==> src/rtl/vc_arbiter_pkg.sv <==
// vc_arbiter_pkg: shared defaults and FSM state encoding for the VC arbiter
package vc_arbiter_pkg;
  localparam int DATA_W_DEF        = 6;
  localparam int DEST_BIT_DEF      = 4;
  localparam int MAX_VC0_BURST_DEF = 4;
  typedef enum logic {ST_IDLE = 1'b0, ST_ACTIVE = 1'b1} state_e;
endpackage

==> src/rtl/vc_arbiter_sat_counter.sv <==
// sat_counter: counter with clear priority over increment, saturating at MAX
module sat_counter #(
  parameter int MAX = 4,
  parameter int W   = 3
) (
  input  logic         clk,
  input  logic         reset,
  input  logic         inc_i,
  input  logic         clr_i,
  output logic [W-1:0] cnt_o
);
  logic [W-1:0] cnt_q, cnt_d;
  always_comb cnt_d = clr_i ? '0 : (inc_i && cnt_q != W'(MAX)) ? cnt_q + 1'b1 : cnt_q;
  always_ff @(posedge clk) cnt_q <= reset ? '0 : cnt_d;
  assign cnt_o = cnt_q;
endmodule

==> src/rtl/vc_arbiter.sv <==
// vc_arbiter: moves VC0/VC1 head words to D0/D1 with VC0 priority and a VC0 burst limit
module vc_arbiter import vc_arbiter_pkg::*; #(
  parameter int DATA_W        = DATA_W_DEF,
  parameter int DEST_BIT      = DEST_BIT_DEF,
  parameter int MAX_VC0_BURST = MAX_VC0_BURST_DEF
) (
  input  logic              clk,
  input  logic              reset,
  input  logic              enable,
  input  logic              vc0_empty,
  input  logic [DATA_W-1:0] vc0_data,
  input  logic              vc1_empty,
  input  logic [DATA_W-1:0] vc1_data,
  input  logic              d0_pause,
  input  logic              d1_pause,
  output logic              pop_vc0,
  output logic              pop_vc1,
  output logic              push_d0,
  output logic              push_d1,
  output logic [DATA_W-1:0] data_out,
  output logic              idle_out
);
  localparam int CW = $clog2(MAX_VC0_BURST) + 1;
  logic              act, elig0, elig1, grant0, grant1, any;
  logic [CW-1:0]     burst_cnt;
  logic [DATA_W-1:0] word, data_q;
  logic              push_d0_q, push_d1_q, idle_q;
  state_e            state_q, state_d;
  assign act    = enable & ~reset;
  assign elig0  = act & ~vc0_empty & ~(vc0_data[DEST_BIT] ? d1_pause : d0_pause);
  assign elig1  = act & ~vc1_empty & ~(vc1_data[DEST_BIT] ? d1_pause : d0_pause);
  assign grant0 = elig0 & (~elig1 | (burst_cnt < CW'(MAX_VC0_BURST)));
  assign grant1 = elig1 & ~grant0;
  assign any    = grant0 | grant1;
  assign word   = grant0 ? vc0_data : vc1_data;
  // counter is frozen while disabled so a re-enable resumes the same burst
  sat_counter #(.MAX(MAX_VC0_BURST), .W(CW)) u_burst (
    .clk   (clk),
    .reset (reset),
    .inc_i (grant0 & elig1),
    .clr_i (enable & (grant1 | ~elig1)),
    .cnt_o (burst_cnt)
  );
  always_comb state_d = any ? ST_ACTIVE : (push_d0_q | push_d1_q) ? state_q : ST_IDLE;
  always_ff @(posedge clk) begin
    if (reset) begin
      push_d0_q <= 1'b0;
      push_d1_q <= 1'b0;
      data_q    <= '0;
      state_q   <= ST_IDLE;
      idle_q    <= 1'b1;
    end else begin
      push_d0_q <= any & ~word[DEST_BIT];
      push_d1_q <= any & word[DEST_BIT];
      if (any) data_q <= word;
      state_q   <= state_d;
      idle_q    <= state_d == ST_IDLE;
    end
  end
  assign pop_vc0  = grant0;
  assign pop_vc1  = grant1;
  assign push_d0  = push_d0_q;
  assign push_d1  = push_d1_q;
  assign data_out = data_q;
  assign idle_out = idle_q;
endmodule

==> config.mk <==
export PLATFORM = sky130hd
export DESIGN_NAME = vc_arbiter
export DESIGN_NICKNAME = d
export VERILOG_FILES = /design/src/rtl/vc_arbiter_pkg.sv /design/src/rtl/vc_arbiter_sat_counter.sv /design/src/rtl/vc_arbiter.sv
export SDC_FILE = /design/constraint.sdc
export NUM_CORES = 1
export LEC_CHECK = 0
export ABC_AREA = 0
export CAP_MARGIN = 20
export CELL_PAD_IN_SITES_DETAIL_PLACEMENT = 1
export CELL_PAD_IN_SITES_GLOBAL_PLACEMENT = 1
export CORE_MARGIN = 1
export CORE_UTILIZATION = 28
export CTS_CLUSTER_SIZE = 12
export DETAILED_ROUTE_END_ITERATION = 10
export PLACE_DENSITY = 0.8
export SLEW_MARGIN = 20
export SYNTH_ARGS = -nofsm -noshare
export SYNTH_HDL_FRONTEND = slang
export SYNTH_SLANG_ARGS = --single-unit
==> constraint.sdc <==
create_clock -name clk -period 1.74 [get_ports clk]
set_input_delay 0.348 -clock clk [delete_from_list [all_inputs] [get_ports clk]]
set_output_delay 0.348 -clock clk [all_outputs]
set_load 0.02 [all_outputs]
==> metrics.md, run 1 <==
| Metric | Value |
|---|---|
| Status | completed |
| Clock sink count | 13 |
| Data required, critical path | about 1400 ps |
| Maxcap violations | 0 |
| Largest area contributor in the netlist | dfxtp_1 |
| Worst-margin pin slew | about 300 ps |
| Worst Hold Class | flip-flop to flip-flop |
| Core area | 2002 sq um |
| Yosys top cell area share | 43.06% |
| Top cells by area, synth | dfxtp_1 43%, a221o_1 8.3%, and2_1 5.2%, a22o_1 4.3%, ha_1 4.1% |
| WP data arrival | between 1000 and 1500 ps |
| Synth Net Count | between 70 and 80 |
| Max incr delay on CP | 280 ps |
| Worst Path Buf+Inv | 2 |
| Final slew viol count | 0 |
| Number of synthesized flops with an enable pin | 0 |
| Detailed-route via count | roughly 630 |
| Final nets | roughly 130 |
| Relative slew slack | roughly four fifths |
| Post-synth top cells | 13 x dfxtp_1, 6 x inv_1, 5 x a221o_1, 5 x and2_1, 3 x a22o_1 |
| Critical path's slowest cell | mux2i_2 |
| Io pins | 30 |
| Worst-Skew Late Latency | roughly 270 ps |
| Inserted Clock Buffers | 3 |
| CP Capture Type | output port |
| Die Ht | 48.46 um |
| Post-DP HPWL | between 1 and 1.5 mm |
| Fmax | 0.5930 GHz |
| Die W | 48.46 um |
| WHS | approximately 460 ps |
| Post-Syn Area | ~600 sq um |
| Setup Skew | 0.6263 ps |
| Crit Path Category | input pin to output port |
| Cell Chain, Critical Path | dlygate4sd2_1, mux2i_2, nand2_1, o21ba_4, buf_6 |
| Root Buffer | clkbuf_4 |
| Max Fanout on Critical Path | 2 |
| Pin count of the biggest net entering global routing | 8 |
| Share of cells above drive strength 1 | slightly above 30% |
| Initial antenna violation count | 0 |
| Ys async rst share | 0% |
| Site row count | 16 |
| DR pass1 iterations | 3 |
| RD Place Congestion | 0.7920 |
| Antenna Violating Nets Remaining | 0 |
| WL/cell | between 10 and 15 um |
| Post-layout util | around 54% |
| Final Setup Violations | 0 |
| Tcrit/Tclk final | between 90% and 100% |
| Initial core utilization | a little under a third |
| CTS tree | done |
| Global-route wire length before repair | ~3.2 mm |
| # DRC | 0 |
| Global-route usage over all layers | 18.02% |
| Final WL | around 1.9 mm |
| Clk buf depth | 2 |
| Seq cells post-synth | 13 |
| Gate Count Post-Synth | 56 |
| Top_reg_cell synth | dfxtp_1 |
| Total congestion overflow | 0 |
| Antenna Cells | 0 |
| Reg clk slew, reported paths | about 80 ps |
| Top-count cell post-synth | dfxtp_1 |
| Syn_area_per_cell | 10.79 sq um |
| Syn. warnings | 0 |
| CTS Hold Bufs | 0 |
| Port Buffer Count | 29 |
| Cell family contributing the most delay on the critical path | buffers and inverters |
| Area growth syn-to-layout | 79.71% |
| Fin. Hold Viols | 0 |
| H-Tree Depth | 1 |
| Starting DRT DRC Count | 6 |
| Pwr dens | slightly above 600 nW/um^2 |
| VDD IR max | 0.4519 mV |
| Crit path time final | around 1700 ps |
| Static Leak | 0.4744 nW |
| Via/cell ratio | 4.750 |
| Die Footprint | approximately 2300 sq um |
| Vias in the first global route | approximately 640 |
| Worst setup SP type | input pin |
| Sequential-to-total area share from yosys stat | between 40% and 50% |
| Post-synth cell types | 26 |
-- metrics by stage --
stage	instances	setup TNS [ps]	area, sq um	total power, W	setup WS, ps
after global placement	124	-3913	1015	0.0004762	-681.7
final	132	0	1086	0.0006619	53.76
after detailed placement	124	-4235	1015	0.0004785	-716.1
after CTS	131	0	1077	0.0006701	38.02
after floorplan	56	0	604.3	0.0003770	268.7
after global routing	132	-6.684	1086	0.0006979	-6.684
-- kinds of logic (layout without fill, tap and decap cells) --
family / Yosys count / count (layout) / share of synthesized area, %
AO/OA/AOI/OAI: 15 / 15 / 23.40
adder cells (fa/ha/maj): 2 / 2 / 4.140
buffers and inverters: 7 / 56 / 5.590
AND/OR/NAND/NOR: 16 / 16 / 18.63
multiplexers: 3 / 3 / 5.176
flip-flops: 13 / 13 / 43.06
-- report_power, final --
group          total (W)  switching, W  internal, W
clock           0.000184     0.0000953    0.0000888
sequential      0.000317    0.00000569     0.000311
combinational   0.000161     0.0000661    0.0000946
-- path summary, 6_finish.rpt --
check / startpoint / slack, ps / depth (start not counted) / endpoint
max: vc1_data[4] / 50 / 5 / pop_vc1
min: data_out[4]$_SDFFE_PP0N_ / 460 / 1 / data_out[4]$_SDFFE_PP0N_
max reg2reg: u_burst.cnt_o[2]$_SDFFE_PP0P_ / 510 / 3 / data_out[2]$_SDFFE_PP0N_
min reg2reg: data_out[4]$_SDFFE_PP0N_ / 460 / 1 / data_out[4]$_SDFFE_PP0N_
-- cell usage in the layout, fill, tap and decap left out --
cell,n
nand3b_1,1
and2_1,5
a311o_1,1
dfxtp_1,13
inv_1,6
o21ba_4,1
nand2b_1,1
a31oi_4,1
a21oi_2,1
a21o_1,1
a22o_1,3
nor2_1,1
clkbuf_2,1
buf_6,1
a221o_1,5
nand2_2,1
nor3b_2,1
nor3_1,1
buf_4,18
clkbuf_1,1
ha_1,2
dlygate4sd2_1,6
nand2_1,1
mux2_2,1
mux2i_2,2
clkdlybuf4s15_1,1
o211ai_1,1
and4b_1,1
nor3b_4,1
nand3_1,1
or3b_1,1
clkdlybuf4s50_1,19
a221oi_1,1
clkbuf_4,3
-- sequential cells by signal (all words and copies together), names as in the netlist --
register,flops
data_out,6
u_burst.cnt_o,3
idle_out,1
push_d0,1
push_d1,1
state_q,1
-- per-layer routing --
metal	up-vias	part of all wire (%)	track usage, %
met1	294	44	21.21
met2	21	50	29.11
met4	0	1.9	8.333
met3	6	4.4	6.604
li1	306	-	-
met5	-	0	0
-- worst register-to-register path, delay by kind of cell (launching register included) --
kind                   cells  cell delay, ps
AO/OA/AOI/OAI              2             470
buffers and inverters      1             180
flip-flops                 1             480
-- repair_timing --
action                     in CTS  in global routing
setup endpoints to repair       8                  2
buffers inserted                3                  1
pin swaps                       4                  3
resized for setup              23                  4
-- area by class of cell --
cell class | instances | area (sq um)
flip-flops and latches | 13 | 260.3
multi-input cells | 36 | 339.1
repair buffers | 46 | 404.1
fillers | 223 | 915.9
clock buffers | 4 | 26.28
inverters | 6 | 22.52
well taps | 27 | 33.78
Note: power is estimated with default switching activity, not from simulation.
==> inputs of run 2 (changes only) <==
Settings changed: ABC_CLOCK_PERIOD_IN_PS set to 1740, HOLD_SLACK_MARGIN set to 0.08.
==> results of run 2 <==
Same layout as run 1: the final DEF is identical, and so are final timing and power.
==> inputs of run 3 (changes only) <==
Settings changed: CAP_MARGIN 20 to 25.
==> results of run 3 <==
Same layout as run 1: the final DEF is identical, and so are final timing and power.
